$ cat config.mk
export PLATFORM = sky130hd
export DESIGN_NAME = reg_dump_unit
export DESIGN_NICKNAME = d
export VERILOG_FILES = /design/src/rtl/cpu_pkg.sv /design/src/rtl/reg_dump_unit.sv
export SDC_FILE = /design/constraint.sdc
export NUM_CORES = 1
export LEC_CHECK = 0
export ABC_AREA = 1
export CELL_PAD_IN_SITES_DETAIL_PLACEMENT = 1
export CELL_PAD_IN_SITES_GLOBAL_PLACEMENT = 1
export CORE_AREA = 2 2 72 74
export CTS_CLUSTER_SIZE = 40
export DETAILED_ROUTE_END_ITERATION = 8
export DIE_AREA = 0 0 74 76
export PLACE_DENSITY = 0.79
export REMOVE_ABC_BUFFERS = 1
export SYNTH_ARGS = -nofsm -noshare
export SYNTH_HDL_FRONTEND = slang
export SYNTH_SLANG_ARGS = --single-unit
$ cat constraint.sdc
create_clock -name CLK -period 7.3 [get_ports CLK]
set_input_delay 1.095 -clock CLK [delete_from_list [all_inputs] [get_ports CLK]]
set_output_delay 1.095 -clock CLK [all_outputs]
set_load 0.05 [all_outputs]
$ cat src/rtl/cpu_pkg.sv
// Shared processor constants and the register-dump FSM state encoding.
`timescale 1ns/1ps
package cpu_pkg;

  localparam int DATA_W   = 8;
  localparam int ADDR_W   = 3;
  localparam int NUM_REGS = 8;

  typedef enum logic [2:0] {
    ST_IDLE,
    ST_SETTLE,
    ST_SEND_LO,
    ST_SEND_HI,
    ST_SEND_SUM
  } dump_state_t;

endpackage

$ cat src/rtl/reg_dump_unit.sv
// Debug readout engine: stalls the CPU, reads the register file in pairs and
// streams every register plus a mod-2^DATA_W checksum over a valid/ready channel.
`timescale 1ns/1ps
module reg_dump_unit #(
  parameter int NUM_REGS = cpu_pkg::NUM_REGS,
  parameter int DATA_W   = cpu_pkg::DATA_W,
  parameter int ADDR_W   = cpu_pkg::ADDR_W
) (
  input  logic              CLK,
  input  logic              RESET,
  input  logic              START,
  output logic              BUSY,
  output logic              DONE,
  output logic [ADDR_W-1:0] RF_OUT1ADDRESS,
  output logic [ADDR_W-1:0] RF_OUT2ADDRESS,
  input  logic [DATA_W-1:0] RF_OUT1,
  input  logic [DATA_W-1:0] RF_OUT2,
  output logic [DATA_W-1:0] TX_DATA,
  output logic [ADDR_W-1:0] TX_ADDR,
  output logic              TX_LAST,
  output logic              TX_VALID,
  input  logic              TX_READY
);

  import cpu_pkg::*;

  localparam int PAIR_W = ADDR_W - 1;
  localparam logic [PAIR_W-1:0] LAST_PAIR = PAIR_W'(NUM_REGS / 2 - 1);

  dump_state_t       state_q, state_d;
  logic [PAIR_W-1:0] pair_q, pair_d;
  logic [DATA_W-1:0] sum_q, sum_d;
  logic [DATA_W-1:0] lo_buf_q, lo_buf_d;
  logic [DATA_W-1:0] hi_buf_q, hi_buf_d;
  logic              done_q, done_d;

  always_ff @(posedge CLK or posedge RESET) begin
    if (RESET) begin
      state_q  <= ST_IDLE;
      pair_q   <= '0;
      sum_q    <= '0;
      lo_buf_q <= '0;
      hi_buf_q <= '0;
      done_q   <= 1'b0;
    end else begin
      state_q  <= state_d;
      pair_q   <= pair_d;
      sum_q    <= sum_d;
      lo_buf_q <= lo_buf_d;
      hi_buf_q <= hi_buf_d;
      done_q   <= done_d;
    end
  end

  // TX_VALID is a pure state decode, so TX_READY only steers the next state.
  always_comb begin
    state_d  = state_q;
    pair_d   = pair_q;
    sum_d    = sum_q;
    lo_buf_d = lo_buf_q;
    hi_buf_d = hi_buf_q;
    done_d   = 1'b0;
    case (state_q)
      ST_IDLE: begin
        if (START) begin
          pair_d  = '0;
          sum_d   = '0;
          state_d = ST_SETTLE;
        end
      end
      ST_SETTLE: begin
        lo_buf_d = RF_OUT1;
        hi_buf_d = RF_OUT2;
        state_d  = ST_SEND_LO;
      end
      ST_SEND_LO: begin
        if (TX_READY) begin
          sum_d   = sum_q + lo_buf_q;
          state_d = ST_SEND_HI;
        end
      end
      ST_SEND_HI: begin
        if (TX_READY) begin
          sum_d = sum_q + hi_buf_q;
          if (pair_q == LAST_PAIR) begin
            state_d = ST_SEND_SUM;
          end else begin
            pair_d  = pair_q + 1'b1;
            state_d = ST_SETTLE;
          end
        end
      end
      ST_SEND_SUM: begin
        if (TX_READY) begin
          state_d = ST_IDLE;
          done_d  = 1'b1;
        end
      end
      default: state_d = ST_IDLE;
    endcase
  end

  // Read addresses stay parked on the current pair for the whole dump.
  always_comb begin
    BUSY           = (state_q != ST_IDLE);
    DONE           = done_q;
    RF_OUT1ADDRESS = '0;
    RF_OUT2ADDRESS = '0;
    TX_VALID       = 1'b0;
    TX_LAST        = 1'b0;
    TX_DATA        = '0;
    TX_ADDR        = '0;
    if (state_q != ST_IDLE) begin
      RF_OUT1ADDRESS = {pair_q, 1'b0};
      RF_OUT2ADDRESS = {pair_q, 1'b1};
    end
    case (state_q)
      ST_SEND_LO: begin
        TX_VALID = 1'b1;
        TX_DATA  = lo_buf_q;
        TX_ADDR  = {pair_q, 1'b0};
      end
      ST_SEND_HI: begin
        TX_VALID = 1'b1;
        TX_DATA  = hi_buf_q;
        TX_ADDR  = {pair_q, 1'b1};
      end
      ST_SEND_SUM: begin
        TX_VALID = 1'b1;
        TX_LAST  = 1'b1;
        TX_DATA  = sum_q;
      end
      default: ;
    endcase
  end

endmodule

### Yosys cells after proc, flatten, opt, wreduce, memory -nomap -nowiden

Cells that the tools add are included.

| storage, ports and cells | value |
|---|---|
| register bits | 30 |
| word-level logic and storage cells | 49 |

| cells by class | value |
|---|---|
| reduce and logical (&&, ||, !) cells | 8 |
| multiplexer cells | 22 |
| eq/ne operators | 10 |
| add/sub/neg operators | 3 |

Operators with widths:

| kind | number |
|---|---|
| $pmux W8 S3 | 2 |
| $mux W8 | 3 |
| $mux W3 | 7 |
| $add A8 B8 Y8 | 2 |
| $pmux W3 S5 | 1 |
| $reduce_and A4 Y1 | 3 |
| $ne A2 B2 Y1 const B | 5 |
| $eq A3 B2 Y1 const B | 2 |
| $mux W2 | 3 |
| $pmux W3 S2 | 1 |
| $reduce_bool A3 Y1 | 2 |
| $mux W1 | 4 |
| $pmux W2 S2 | 1 |
| $eq A3 B1 Y1 const B | 1 |
| $eq A3 B3 Y1 const B | 1 |
| $logic_not A3 Y1 | 1 |
| $reduce_or A3 Y1 | 1 |
| $add A2 B1 Y2 const B | 1 |
| $eq A2 B2 Y1 const B | 1 |
| $reduce_bool A2 Y1 | 1 |

### Logic depth before layout (Yosys ltp)

| logic depth | value |
|---|---|
| word-level depth | 4 |
| gate-level depth with buffers | 16 |
| mapped depth without buffers | 15 |

### Worst setup path before layout

Ideal clock, no wire load.

| path | value |
|---|---|
| kind | register -> output |
| start point | register state_q[1] |
| end point | output port RF_OUT2ADDRESS[2] |
| setup slack | 4.310 ns |
| data arrival time | 1.895 ns |
| path buffers | 1 |
| stages on the path, launching flop included | 6 |
| path through | dfrtp_1 -> nor2_1 -> nand2_2 -> inv_2 -> nor2_1 -> buf_4 |

| between the ends | value |
|---|---|
| cells in the longest elaborated chain, start to end | 2 |

Ends and longest elaborated chain:

| item | RTL line | source |
|---|---|---|
| from (decl) | reg_dump_unit.sv:30 | `dump_state_t state_q, state_d;` |
| from (signal assigned) | reg_dump_unit.sv:46 | `state_q <= state_d;` |
| $reduce_bool A3 Y1 | - |  |
| net BUSY | reg_dump_unit.sv:12 | `output logic BUSY,` |
| $mux W3 | reg_dump_unit.sv:113 | `if (state_q != ST_IDLE) begin` |
| to (decl) | reg_dump_unit.sv:15 | `output logic [ADDR_W-1:0] RF_OUT2ADDRESS,` |

The timed path passes the listed nets, and every way through them passes these cells.

### Final worst setup path

| path | value |
|---|---|
| start point | register state_q[2] |
| end point | output port TX_DATA[6] |

| between the ends | value |
|---|---|
| cells in the longest elaborated chain, start to end | 2 |
| elaborated cells between the ends (all ways) | 4 |

Ends and longest elaborated chain:

| item | RTL line | source |
|---|---|---|
| $eq A3 B3 Y1 or $eq A3 B2 Y1 (tied branches) | reg_dump_unit.sv:117 | `case (state_q)` |
| $pmux W8 S3 (*) | reg_dump_unit.sv:117 |  |
| to (decl) | reg_dump_unit.sv:18 | `output logic [DATA_W-1:0] TX_DATA,` |

Every way passes the cells marked *; elsewhere a longest branch is shown, timed or not.

==> impl_metrics.py <==
metrics = {
    "status": {
        "status": "complete, no violations",
    },
    "clock_tree": {
        "worstSkewPairLatency_ns": 0.28,
        "clock-root-buffer": "clkbuf_8",
        "cts.sinks": 30,
        "post_cts.repair.setup_buffers": 0,
        "clockBufferDepth": 2,
        "cts_hold_buf": 0,
        "cts_resized": 0,
        "ctsHtreeMaxLevel": 2,
        "cts.clk_slew.worst_paths_ns": 0.06,
        "tritoncts": "built",
        "cts_buffers": 5,
    },
    "min_path": {
        "min_path_type": "reg2reg",
    },
    "timing": {
        "setup_slack_ns": 3.77,
        "slew_headroom_pct": 60.8,
        "setup_viol": 0,
        "slew_violations": 0,
        "fin_crit_sh_pct": 48.3,
        "finalSetupTns_ns": 0,
        "min_period_ns": 3.53,
        "hold_violations": 0,
        "tightestPinTransition_ns": 0.587,
        "grt_setup_unrepaired": "no",
        "fin_skew_ns": 0.0102,
        "fmax_mhz": 283,
        "hold_slack_ns": 0.507,
    },
    "synth": {
        "yosys.area.top_type_share_pct": 40.9,
        "synth.distinct_cells": 31,
        "async_reset_ff_share_pct": 100,
        "ys_seq_area_share_pct": 40.9,
        "avgSynthCellArea_um2": 8.06,
        "synth_warnings": 0,
        "synthCells": 228,
        "syn_area_mm2": 0.00184,
        "synth_seq_cells": 30,
        "ys.flop_type": "dfrtp_1",
        "synth_area_leaders": "dfrtp_1 41%, nand2_1 11%, inv_1 6.5%",
        "synth_edf_count": 0,
        "synth_top_area_cell": "dfrtp_1",
    },
    "layout": {
        "final_cell_mix": "53 x nand2_1, 39 x clkdlybuf4s50_1, 32 x inv_1, 30 x dfrtp_1, 18 x nor2_1",
        "nFillCells": 587,
        "syn_to_final_growth_pct": 29.0,
        "drive_gt1_share_pct": 11.5,
        "fin_area_mm2": 0.00237,
        "final_common_cell": "nand2_1",
        "num_antenna_cells": 0,
        "final_core_util_pct": 48.2,
        "finish.net_count": 297,
    },
    "setup_path": {
        "reg2reg_slack_ns": 4.48,
        "startpoint": "state_q[2]",
        "cp.required_ns": 6.20,
        "arrival_ns": 2.43,
        "r2r_cells": 14,
        "r2r-end": "sum_q[6]",
        "r2r-start": "state_q[2]",
        "criticalPathCategory": "reg2out",
        "critPathCapture": "TX_DATA[6]",
        "cp-start-kind": "flop",
        "endpoint_kind": "output pin",
        "crit_fanout": 17,
    },
    "place": {
        "post-dp-hpwl_mm": 3.56,
        "routabilityCongestion": 0.794,
        "dpl_cell_area_mm2": 0.00228,
        "port_buffers": 39,
        "dpl_worst_slack_ns": 4.06,
    },
    "detailed_routing": {
        "drt-initial-drc-count": 52,
        "wirelength_mm": 4.80,
        "via_count": 1683,
        "routedWlPerCell_um": 14.2,
        "ant_nets": 0,
        "viasPerCell": 4.96,
        "remaining_drc_errors": 0,
        "drt_pass1_iterations": 4,
    },
    "floorplan": {
        "die-width_um": 74,
        "core-area_mm2": 0.00491,
        "io_pins": 41,
        "rows": 26,
        "dieArea_mm2": 0.00562,
        "die_height_um": 76,
        "initial_core_util_pct": 37.4,
    },
    "global_route": {
        "grt_usage_pct": 19.3,
        "antenna_found_initial": 0,
        "grt_pass1_wl_mm": 8.42,
        "grt_overflow": 0,
        "grt_pass1_vias": 1813,
        "grt_max_degree": 31,
    },
    "power": {
        "p_switching_mw": 0.661,
        "clockPowerShare_pct": 10.9,
        "ir_worst_vdd_mv": 0.247,
        "p_int_mw": 0.614,
        "swShare_pct": 51.8,
        "power_frac_seq_pct": 21.8,
        "p_leak_nw": 1.15,
        "p_comb_share_pct": 67.3,
        "p_per_area_mw_per_mm2": 538,
    },
    "flow_run": {
        "cap_violations": 0,
    },
}
[layout make-up]
| class | instances | area [um2] | area share [%] |
|---|---|---|---|
| Tap cell | 70 | 87.6 | 3.70 |
| Clock buffer | 7 | 86.3 | 3.64 |
| Clock inverter | 1 | 5.00 | 0.211 |
| Timing Repair Buffer | 40 | 398 | 16.8 |
| Inverter | 35 | 131 | 5.54 |
| Sequential cell | 30 | 751 | 31.7 |
| Multi-Input combinational cell | 156 | 911 | 38.4 |
[routing by layer]
metal	routed length (um)	share of wire, %	vias to the layer above	global-route usage, %
met2	2410	50	31	32.0
met4	113	2.4	0	8.36
met5	0	0	-	0
met1	2130	44	825	24.6
met3	151	3.1	11	2.65
li1	-	-	816	-
[critical path: stages, from the launching register on]
cell and delay, ns:
dfrtp_1 0.40, inv_2 0.12, nand3_1 0.20, inv_2 0.33
nand2_1 0.12, o211ai_1 0.13, clkdlybuf4s50_1 0.85
[how the worst min path moves through the flow]
stage,from,endpoint,slack (ns),cells past startpoint
final,hi_buf_q[0],hi_buf_q[0],0.51,1
after global routing,hi_buf_q[2],hi_buf_q[2],0.52,1
after global placement,hi_buf_q[3],hi_buf_q[3],0.49,1
after detailed placement,hi_buf_q[0],hi_buf_q[0],0.50,1
after floorplan,sum_q[7],sum_q[7],0.47,2
after CTS,hi_buf_q[0],hi_buf_q[0],0.51,1
[power groups by stage]
stage | Combinational [mW] | Sequential [mW] | Clock, mW
after floorplan | 0.630 | 0.269 | 0
after global placement | 0.832 | 0.275 | 0
after detailed placement | 0.858 | 0.280 | 0
after CTS | 0.867 | 0.278 | 0.143
after global routing | 0.955 | 0.286 | 0.148
final | 0.858 | 0.278 | 0.139
[kinds of logic after synthesis]
family / count (synthesis) / share of synthesized area [%]
AOI/OAI and AO/OA: 40 / 12.8
xor gates and xnor gates: 3 / 1.43
adders and majority gates: 9 / 6.54
buffers and inverters: 42 / 9.54
DFF: 30 / 40.9
muxes: 8 / 4.90
other: 1 / 0.204
and+or+nand+nor: 95 / 23.7
[per-stage QoR]
stage	instances	power, mW
2_1_floorplan	221	0.899
3_3_place_gp	331	1.11
3_5_place_dp	331	1.14
4_1_cts	339	1.29
5_1_grt	339	1.39
6_report	339	1.27
[flip-flops by register name (all words and copies together) (netlist names)]
| register | count |
|---|---|
| DONE | 1 |
| pair_q | 2 |
| state_q | 3 |
| sum_q | 8 |
| lo_buf_q | 8 |
| hi_buf_q | 8 |
[synth_stat cells, types with 2 or more instances]
master    instances
nand2_1          53
inv_1            32
dfrtp_1          30
nor2_1           18
a21oi_1          14
o21ai_0          12
ha_1              8
mux2_2            8
nand3_1           8
nand2_2           5
o221ai_1          5
buf_4             4
o22ai_1           4
inv_2             3
o211ai_1          3
buf_2             2
nand4_1           2
nor2_2            2
or2_1             2
xnor2_1           2
Note: power is estimated with default switching activity, not from simulation.
